[src/rtl/mem_pkg.sv]
// Shared encodings for the memory access stage: func3 access codes,
// fault cause codes and the FSM state type.
package mem_pkg;

    localparam logic [2:0] LB  = 3'b000;
    localparam logic [2:0] LH  = 3'b001;
    localparam logic [2:0] LW  = 3'b010;
    localparam logic [2:0] LBU = 3'b100;
    localparam logic [2:0] LHU = 3'b101;
    localparam logic [2:0] SB  = 3'b000;
    localparam logic [2:0] SH  = 3'b001;
    localparam logic [2:0] SW  = 3'b010;

    localparam logic [1:0] CAUSE_NONE       = 2'b00;
    localparam logic [1:0] CAUSE_MISALIGNED = 2'b01;
    localparam logic [1:0] CAUSE_ILLEGAL    = 2'b10;
    localparam logic [1:0] CAUSE_TIMEOUT    = 2'b11;

    typedef enum logic [1:0] {
        IDLE = 2'b00,
        REQ  = 2'b01,
        RESP = 2'b10
    } state_t;

endpackage

[src/rtl/mem_lane_align.sv]
// Combinational byte-lane steering: store data replication and write mask,
// load byte/half extraction with sign or zero extension.
module mem_lane_align
    import mem_pkg::*;
(
    input  logic [1:0]  i_st_size,
    input  logic [1:0]  i_st_off,
    input  logic [31:0] i_st_wdata,
    output logic [31:0] o_st_wdata,
    output logic [3:0]  o_st_wmask,
    input  logic [2:0]  i_ld_func3,
    input  logic [1:0]  i_ld_off,
    input  logic [31:0] i_ld_rdata,
    output logic [31:0] o_ld_data
);

    logic [7:0]  w_ld_byte;
    logic [15:0] w_ld_half;

    // Each lane carries the byte or half replicated so any offset finds its data.
    for (genvar gi = 0; gi < 4; gi++) begin : g_lane
        assign o_st_wdata[8*gi +: 8] = (i_st_size == 2'b00) ? i_st_wdata[7:0] :
                                       (i_st_size == 2'b01) ? i_st_wdata[8*(gi%2) +: 8] :
                                                              i_st_wdata[8*gi +: 8];
    end

    always_comb begin
        o_st_wmask = 4'b1111;
        case (i_st_size)
            2'b00:   o_st_wmask = 4'b0001 << i_st_off;
            2'b01:   o_st_wmask = 4'b0011 << i_st_off;
            default: o_st_wmask = 4'b1111;
        endcase
    end

    always_comb begin
        w_ld_byte = i_ld_rdata[7:0];
        case (i_ld_off)
            2'd0:    w_ld_byte = i_ld_rdata[7:0];
            2'd1:    w_ld_byte = i_ld_rdata[15:8];
            2'd2:    w_ld_byte = i_ld_rdata[23:16];
            default: w_ld_byte = i_ld_rdata[31:24];
        endcase
        w_ld_half = i_ld_off[1] ? i_ld_rdata[31:16] : i_ld_rdata[15:0];
    end

    always_comb begin
        o_ld_data = i_ld_rdata;
        case (i_ld_func3)
            LB:      o_ld_data = {{24{w_ld_byte[7]}}, w_ld_byte};
            LH:      o_ld_data = {{16{w_ld_half[15]}}, w_ld_half};
            LBU:     o_ld_data = {24'h0, w_ld_byte};
            LHU:     o_ld_data = {16'h0, w_ld_half};
            default: o_ld_data = i_ld_rdata;
        endcase
    end

endmodule

[src/rtl/mem_access_unit.sv]
// Memory stage: decodes a load/store from execute, runs the req/ack handshake
// with data memory, and reports a one-cycle done with data or fault cause.
module mem_access_unit
    import mem_pkg::*;
#(
    parameter int unsigned TIMEOUT = 1023,
    parameter int unsigned CNT_W   = 10
)(
    input  logic        clk,
    input  logic        rst,
    input  logic        valid_in,
    input  logic        MemRead,
    input  logic        MemWrite,
    input  logic [2:0]  func3,
    input  logic [31:0] addr,
    input  logic [31:0] wdata_in,
    output logic        busy,
    output logic        done,
    output logic [31:0] rdata_out,
    output logic        fault,
    output logic [1:0]  fault_cause,
    output logic        dmem_req,
    output logic        dmem_we,
    output logic [31:0] dmem_addr,
    output logic [3:0]  dmem_wmask,
    output logic [31:0] dmem_wdata,
    input  logic        dmem_ack,
    input  logic [31:0] dmem_rdata
);

    localparam bit             TO_EN   = (TIMEOUT != 0);
    localparam logic [CNT_W-1:0] TO_LAST = CNT_W'(TIMEOUT - 1);

    state_t            r_state;
    logic [2:0]        r_func3;
    logic [1:0]        r_off;
    logic              r_is_load;
    logic [CNT_W-1:0]  r_cnt;
    logic              r_done;
    logic [31:0]       r_rdata;
    logic              r_fault;
    logic [1:0]        r_cause;
    logic              r_req;
    logic              r_we;
    logic [31:0]       r_daddr;
    logic [3:0]        r_wmask;
    logic [31:0]       r_wdata;

    logic              w_start;
    logic              w_illegal;
    logic              w_misaligned;
    logic [1:0]        w_cause;
    logic [31:0]       w_st_wdata;
    logic [3:0]        w_st_wmask;
    logic [31:0]       w_ld_data;

    mem_lane_align u_align (
        .i_st_size  (func3[1:0]),
        .i_st_off   (addr[1:0]),
        .i_st_wdata (wdata_in),
        .o_st_wdata (w_st_wdata),
        .o_st_wmask (w_st_wmask),
        .i_ld_func3 (r_func3),
        .i_ld_off   (r_off),
        .i_ld_rdata (dmem_rdata),
        .o_ld_data  (w_ld_data)
    );

    assign w_start = valid_in & (MemRead | MemWrite) & (r_state == IDLE);

    assign w_illegal = (MemRead & MemWrite)
                     | (MemRead & ((func3 == 3'b011) | (func3 == 3'b110) | (func3 == 3'b111)))
                     | (MemWrite & (func3 > 3'b010));

    assign w_misaligned = ((func3[1:0] == 2'b01) & addr[0])
                        | ((func3[1:0] == 2'b10) & (addr[1:0] != 2'b00));

    // Illegal outranks misaligned: a bad func3 makes the width meaningless.
    assign w_cause = w_illegal    ? CAUSE_ILLEGAL :
                     w_misaligned ? CAUSE_MISALIGNED : CAUSE_NONE;

    always_ff @(posedge clk) begin
        if (rst) begin
            r_state   <= IDLE;
            r_func3   <= '0;
            r_off     <= '0;
            r_is_load <= 1'b0;
            r_cnt     <= '0;
            r_done    <= 1'b0;
            r_rdata   <= '0;
            r_fault   <= 1'b0;
            r_cause   <= CAUSE_NONE;
            r_req     <= 1'b0;
            r_we      <= 1'b0;
            r_daddr   <= '0;
            r_wmask   <= '0;
            r_wdata   <= '0;
        end else begin
            case (r_state)
                IDLE: begin
                    if (w_start) begin
                        r_func3   <= func3;
                        r_off     <= addr[1:0];
                        r_is_load <= MemRead;
                        r_cnt     <= '0;
                        if (w_cause != CAUSE_NONE) begin
                            r_state <= RESP;
                            r_done  <= 1'b1;
                            r_fault <= 1'b1;
                            r_cause <= w_cause;
                            r_rdata <= '0;
                        end else begin
                            r_state <= REQ;
                            r_req   <= 1'b1;
                            r_we    <= MemWrite;
                            r_daddr <= {addr[31:2], 2'b00};
                            r_wmask <= MemWrite ? w_st_wmask : 4'b0000;
                            r_wdata <= MemWrite ? w_st_wdata : 32'h0;
                        end
                    end
                end
                REQ: begin
                    if (dmem_ack || (TO_EN && (r_cnt == TO_LAST))) begin
                        r_state <= RESP;
                        r_done  <= 1'b1;
                        r_req   <= 1'b0;
                        r_we    <= 1'b0;
                        r_daddr <= '0;
                        r_wmask <= '0;
                        r_wdata <= '0;
                        if (dmem_ack) begin
                            r_rdata <= r_is_load ? w_ld_data : 32'h0;
                        end else begin
                            r_rdata <= '0;
                            r_fault <= 1'b1;
                            r_cause <= CAUSE_TIMEOUT;
                        end
                    end else begin
                        r_cnt <= r_cnt + CNT_W'(1);
                    end
                end
                RESP: begin
                    r_state <= IDLE;
                    r_done  <= 1'b0;
                    r_fault <= 1'b0;
                    r_cause <= CAUSE_NONE;
                    r_rdata <= '0;
                end
                default: r_state <= IDLE;
            endcase
        end
    end

    assign busy        = (r_state != IDLE);
    assign done        = r_done;
    assign rdata_out   = r_rdata;
    assign fault       = r_fault;
    assign fault_cause = r_cause;
    assign dmem_req    = r_req;
    assign dmem_we     = r_we;
    assign dmem_addr   = r_daddr;
    assign dmem_wmask  = r_wmask;
    assign dmem_wdata  = r_wdata;

endmodule

[config.mk]
export PLATFORM = sky130hd
export DESIGN_NAME = mem_access_unit
export DESIGN_NICKNAME = d
export VERILOG_FILES = /design/src/rtl/mem_pkg.sv /design/src/rtl/mem_lane_align.sv /design/src/rtl/mem_access_unit.sv
export SDC_FILE = /design/constraint.sdc
export NUM_CORES = 1
export LEC_CHECK = 0
export CORE_MARGIN = 4
export CORE_UTILIZATION = 44
export DETAILED_ROUTE_END_ITERATION = 12
export PLACE_DENSITY_LB_ADDON = 0.25
export REMOVE_ABC_BUFFERS = 1
export SLEW_MARGIN = 40
export SYNTH_ARGS = -nofsm -noshare
export SYNTH_HDL_FRONTEND = slang
export SYNTH_SLANG_ARGS = --single-unit
[constraint.sdc]
create_clock -name clk -period 2.35 [get_ports clk]
set_input_delay 0.235 -clock clk [delete_from_list [all_inputs] [get_ports clk]]
set_output_delay 0.235 -clock clk [all_outputs]
set_load 0.02 [all_outputs]
==> flow_metrics.py, run 1 <==
metrics = {
    "status": {
        "status": "completed",
    },
    "cts": {
        "post-cts-setup-buffer-count": 0,
        "insertion_delay_ns": 0.41,
        "cts.path.max_buffers": 2,
        "numCtsBuffers": 17,
        "path_clk_slew_ns": 0.06,
        "h-tree-depth": 4,
        "cts.sinks": 122,
        "post_cts_resized": 0,
        "clockRootBuffer": "clkbuf_16",
        "cts_hold_buf": 0,
        "cts_tree": "built",
    },
    "setup_path": {
        "crit_required_ns": 2.12,
        "cp_slowest_stage_delay_ns": 0.59,
        "critical_path_buf_inv_count": 4,
        "cp_slowest_cell": "clkdlybuf4s50_1",
        "cp_top_family": "buffers and inverters",
        "cp.arrival_ns": 1.99,
        "startpoint_type": "flip-flop",
        "critPathCaptureType": "primary output",
        "crit_top_cell": "inv_1",
        "path_class": "reg2out",
        "crit_fanout": 5,
        "crit_path_cell_trace": "inv_1, ha_1, buf_4, inv_1, clkdlybuf4s50_1",
    },
    "drt": {
        "wl_um": 17180,
        "drt_iter0_drc": 274,
        "vias": 5257,
        "wl_per_cell_um": 17.82,
        "post_drt_via_cell_ratio": 5.453,
        "dr.pass1.iters": 5,
        "antenna_left": 0,
        "drc": 0,
    },
    "logic_synthesis": {
        "synth_mux_area_share_pct": 12.74,
        "synth-simple-area-share_pct": 10.75,
        "ys_seq_area_share_pct": 43.63,
        "synth_top_family_by_area": "compound AO/OA/AOI/OAI gates",
        "synthAdderAreaFrac_pct": 1.341,
        "async_flop_share_pct": 0,
        "syn_inst": 577,
        "synth_edf_count": 0,
        "synthFlopType": "dfxtp_1",
        "synth.avg_cell_area_sq_um": 9.702,
        "synth-compound-area-share_pct": 24.16,
        "synth_warnings": 0,
        "netlist_area_sq_um": 5598,
        "synth_cell_types": 53,
        "synth_xor_area_share_pct": 0.9388,
        "synth-seq-cells": 122,
    },
    "placed_design": {
        "place_area_sq_um": 7920,
        "dpl_worst_slack_ns": 0.006055,
        "dp.cells": 932,
        "port_buffers": 209,
        "dpl.hpwl_um": 12570,
        "place.gp.congestion": 0.8777,
    },
    "timing": {
        "finalSetupViolCount": 0,
        "timing.final.hold_violations": 0,
        "rsz0062_at_grt": "no",
        "slew_headroom_pct": 45.33,
        "maxSlewViolCount": 0,
        "setup_ws_ns": 0.1261,
        "max_freq_mhz": 449.7,
        "fin_worst_skew_ns": 0.007328,
        "post-route-period-util_pct": 94.63,
        "tightest_slew_ns": 0.8200,
        "period_minus_slack_ns": 2.224,
    },
    "global_routing": {
        "grt_max_degree": 35,
        "grt-ovfl-total": 0,
        "antenna_found_initial": 0,
        "grt_use_total_pct": 23.12,
        "grt_pass1_vias": 5562,
        "grt_first_pass_wirelength_um": 27010,
    },
    "cells_and_area": {
        "antenna_cells": 0,
        "fin_area_sq_um": 8509,
        "synthToLayoutAreaGrowth_pct": 52.01,
        "nFillCells": 965,
        "layout-drive-gt1-share_pct": 10.43,
        "nNetsFinal": 894,
        "fin_cells": 964,
    },
    "hold_path": {
        "hold_path.class": "in2reg",
    },
    "power": {
        "power_density_nw_per_um2": 725.0,
        "power_mw": 6.169,
        "p_leak_nw": 3.249,
        "ir_drop_uv": 329.4,
    },
    "floorplanning": {
        "start_util_pct": 45.84,
        "die_h_um": 120.8,
        "core_sq_um": 12210,
        "die-area_sq_um": 14590,
        "rows": 40,
        "num_io_pins": 212,
        "die_x_um": 120.8,
    },
    "run": {
        "maxCapViolCount": 0,
    },
}
cell usage in the layout, fill, tap and decap left out, types with 9 or more instances in the layout:
cell and count:
a21oi_1 16, a221o_1 9, a22o_1 46, buf_4 20
clkbuf_16 17, clkdlybuf4s50_1 209, dfxtp_1 122, inv_1 26
mux2i_1 60, nand2_1 67, nand2b_1 11, nor2_1 21
o211ai_1 17, o21ai_0 18, o2bb2ai_1 20
routing by layer:
layer | global-route usage [%] | share of wire [%] | vias to the layer above
met1 | 27.45 | 42 | 2494
met3 | 9.214 | 8.9 | 21
li1 | - | - | 2510
met4 | 7.365 | 1.4 | 0
met2 | 38.28 | 48 | 232
met5 | 0 | 0 | -
Yosys cell counts, drive strengths merged, types with 17 or more instances:
library cell	instances	area [sq um]
a21oi	18	97.60
a22o	46	402.9
buf	25	168.9
clkbuf	23	86.33
dfxtp	122	2442
inv	27	101.3
mux2i	60	600.6
nand2	68	262.8
nor2	22	82.58
o211ai	17	127.6
o21ai	19	95.09
o2bb2ai	20	175.2
flip-flops by register name, summed over array words and instances, names as in the netlist, 2 cells and up:
signal / cells
r_off: 2
fault_cause: 2
r_func3: 3
r_cnt: 10
r_state: 2
dmem_wmask: 4
dmem_wdata: 32
dmem_addr: 30
rdata_out: 32
metrics by stage:
step | setup TNS [ns] | hold WS, ns | utilization [%]
2_1_floorplan | -63.27 | 0.3041 | -
3_3_place_gp | 0 | 0.4364 | 64.84
3_5_place_dp | 0 | 0.4457 | 64.86
4_1_cts | 0 | 0.4001 | 69.68
5_1_grt | 0 | 0.4173 | 69.68
6_report | 0 | 0.4128 | 69.68
where the power goes:
part / leakage, nW / internal (mW) / switching [mW]
clock network: 0.272 / 1.59 / 0.986
registers: 0.987 / 2.17 / 0.0765
logic: 1.99 / 0.649 / 0.697
area by class of cell:
| class | instances | area [sq um] | area share (%) |
|---|---|---|---|
| Clock inverter | 13 | 146.4 | 1.720 |
| Tap cell | 168 | 210.2 | 2.470 |
| Clock buffer | 19 | 442.9 | 5.205 |
| Sequential cell | 122 | 2442 | 28.70 |
| Inverter | 27 | 101.3 | 1.191 |
| Timing Repair Buffer | 234 | 2342 | 27.53 |
| Multi-Input combinational cell | 381 | 2824 | 33.19 |
final timing paths:
path,startpoint,endpoint,slack [ns],depth (start not counted)
worst max-delay path,r_state[0]$_SDFFE_PP0P_,busy,0.13,5
worst min-delay path,addr[6],dmem_addr[6]$_SDFFE_PP0P_,0.41,2
worst max register to register,r_cnt[0]$_SDFFE_PP0P_,dmem_addr[18]$_SDFFE_PP0P_,0.19,8
worst min register to register,rdata_out[22]$_SDFFE_PP0P_,rdata_out[22]$_SDFFE_PP0P_,0.46,2
cell families (layout without fill, tap and decap cells):
group                      Yosys count  in the layout
buffers and inverters               75            293
and+or+nand+nor                    130            130
DFF                                122            122
xor gates and xnor gates             6              6
AOI/OAI and AO/OA                  168            168
muxes                               69             69
adders and majority gates            6              6
other                                1              2
No activity file was read; power rests on OpenSTA's default activity.
==> run 2: changes to the inputs <==
CTS_CLUSTER_DIAMETER = 60   (was not set)
==> results of run 2 <==
Same layout as run 1: the final DEF is identical, and so are final timing and power.
==> run 3: changes to the inputs <==
--- a/config.mk
+++ b/config.mk
@@ -7,5 +7,6 @@
 export LEC_CHECK = 0
 export CORE_MARGIN = 4
-export CORE_UTILIZATION = 44
+export CORE_UTILIZATION = 46
+export CTS_BUF_LIST = sky130_fd_sc_hd__clkbuf_2 sky130_fd_sc_hd__clkbuf_4 sky130_fd_sc_hd__clkbuf_8
 export CTS_CLUSTER_DIAMETER = 60
 export DETAILED_ROUTE_END_ITERATION = 12
==> constraint.sdc (replaced) <==
create_clock -name clk -period 2.35 [get_ports clk]
set_input_delay 0.3525 -clock clk [delete_from_list [all_inputs] [get_ports clk]]
set_output_delay 0.3525 -clock clk [all_outputs]
set_load 0.02 [all_outputs]
==> run 3 against run 2 <==
- sequential share of layout area rose by 0.75 points
- critical path depth rose by 2
- die area fell by 4.1%
- core utilization fell by 0.36 points
- clock power fell by 31%
- routed wire length fell by 3.5%
- hold slack improved by 0.049 ns
- maximum frequency rose by 6.3%
- via count fell by 0.97%
- combinational power barely moved
- cell area fell by 2.6%
- non-clock buffer count rose by 3
- largest cell class unchanged
- largest power group is now registers
==> flow_metrics.py, run 3 (synthesis gave the netlist of run 1 again) <==
metrics = {
    "cts": {
        "post_cts_resized": 0,
        "cts.sinks": 122,
        "clockRootBuffer": "clkbuf_8",
        "cts_hold_buf": 0,
        "cts.path.max_buffers": 2,
        "post-cts-setup-buffer-count": 0,
        "cts_tree": "built",
        "h-tree-depth": 4,
        "numCtsBuffers": 17,
        "insertion_delay_ns": 0.44,
        "path_clk_slew_ns": 0.07,
    },
    "timing": {
        "tns_ns": 0,
        "slew_headroom_pct": 57.89,
        "fin_worst_skew_ns": 0.009808,
        "timing.final.hold_violations": 0,
        "setup_ws_ns": 0.2581,
        "post-route-period-util_pct": 89.02,
        "period_minus_slack_ns": 2.092,
        "rsz0062_at_grt": "no",
        "maxSlewViolCount": 0,
        "tightest_slew_ns": 0.6218,
        "finalSetupViolCount": 0,
        "max_freq_mhz": 478.0,
    },
    "cells_and_area": {
        "final-seq-area_sq_um": 2442,
        "layout_commonest_cell": "clkdlybuf4s50_1",
        "nFillCells": 928,
        "layout-drive-gt1-share_pct": 10.66,
        "synthToLayoutAreaGrowth_pct": 48.12,
        "antenna_cells": 0,
        "multi_input_comb_area_sq_um": 2831,
        "most-common-layout-cells": "208 x clkdlybuf4s50_1, 122 x dfxtp_1, 67 x nand2_1, 60 x mux2i_1, 46 x a22o_1",
        "nNetsFinal": 897,
    },
    "power": {
        "p_leak_nw": 3.199,
        "power_density_nw_per_um2": 648.4,
        "ir_drop_uv": 434.6,
    },
    "global_routing": {
        "antenna_found_initial": 0,
        "grt_use_total_pct": 23.93,
        "grt_first_pass_wirelength_um": 27310,
        "grt_pass1_vias": 5367,
        "grt-ovfl-total": 0,
        "grt_max_degree": 37,
    },
    "drt": {
        "dr.pass1.iters": 4,
        "vias": 5206,
        "wl_um": 16570,
        "wl_per_cell_um": 17.55,
        "post_drt_via_cell_ratio": 5.515,
        "antenna_left": 0,
        "drc": 0,
        "drt_iter0_drc": 237,
    },
    "floorplanning": {
        "rows": 40,
        "start_util_pct": 46.80,
        "die_x_um": 118.3,
        "die-area_sq_um": 14000,
        "die_h_um": 118.3,
        "core_sq_um": 11960,
        "num_io_pins": 212,
    },
    "setup_path": {
        "critPathCaptureType": "flip-flop",
        "crit_required_ns": 2.72,
        "crit_fanout": 8,
        "rrSetupSlack_ns": 0.26,
        "path_class": "reg2reg",
        "cp.arrival_ns": 2.46,
        "startpoint_type": "flip-flop",
    },
    "hold_path": {
        "hold_path.class": "reg2reg",
    },
    "placed_design": {
        "dpl_worst_slack_ns": -0.09834,
        "dpl.hpwl_um": 12080,
        "place.gp.congestion": 0.8587,
        "port_buffers": 209,
    },
    "status": {
        "status": "completed",
    },
    "run": {
        "maxCapViolCount": 0,
    },
}
[run 3: cell count changes in the layout (fill, tap and decap cells not counted), sizes merged]
cell	previous run	this run
clkinvlp	5	1
dlymetal6s2s	0	1
clkinv	5	7
buf	25	28
clkbuf	19	20
clkdlybuf4s50	209	208
inv	28	27
[run 3: cell type report]
| class | count | area share (%) |
|---|---|---|
| flip-flops and latches | 122 | 29.46 |
| multi-input cells | 381 | 34.15 |
| clock buffers | 20 | 3.169 |
| well taps | 147 | 2.218 |
| inverters | 27 | 1.222 |
| repair buffers | 237 | 28.55 |
| clock inverters | 10 | 1.237 |
[run 3: worst max-delay path, cell delays in order (launching register included)]
cell     delay (ns)
dfxtp_1        0.43
inv_1          0.07
ha_1           0.18
and3_1         0.20
a41o_4         0.32
a21o_1         0.26
or3_1          0.38
a21oi_1        0.18
[run 3: routing by layer]
layer	vias to the layer above	track usage (%)	share of wire, %
met2	202	38.80	47
li1	2514	-	-
met1	2463	28.25	41
met5	-	0	0
met3	27	9.569	10
met4	0	9.670	2.4
[run 3: through the flow]
| step | total power, mW | hold slack, ns | utilization (%) | std cells | area [sq um] |
|---|---|---|---|---|---|
| 2_1_floorplan | 2.962 | 0.4216 | - | 530 | 5346 |
| 3_3_place_gp | 3.604 | 0.4376 | 66.16 | 914 | 7914 |
| 3_5_place_dp | 3.631 | 0.4470 | 66.16 | 914 | 7914 |
| 4_1_cts | 5.397 | 0.4657 | 69.22 | 944 | 8279 |
| 5_1_grt | 5.617 | 0.4809 | 69.32 | 944 | 8292 |
| 6_report | 5.376 | 0.4622 | 69.32 | 944 | 8292 |
[run 3: worst paths after layout]
path	depth (start not counted)	startpoint	to
worst max-delay path	7	r_cnt[0]$_SDFFE_PP0P_	r_cnt[9]$_SDFFE_PP0P_
worst min-delay path	2	rdata_out[31]$_SDFFE_PP0P_	rdata_out[31]$_SDFFE_PP0P_
worst max register to register	7	r_cnt[0]$_SDFFE_PP0P_	r_cnt[9]$_SDFFE_PP0P_
worst min register to register	2	rdata_out[31]$_SDFFE_PP0P_	rdata_out[31]$_SDFFE_PP0P_
[run 3: where the power goes]
part | total (mW) | internal [mW] | switching [mW]
Sequential | 2.23 | 2.16 | 0.0690
Combinational | 1.36 | 0.661 | 0.700
Clock | 1.78 | 0.966 | 0.816
Total | 5.38 | 3.79 | 1.58
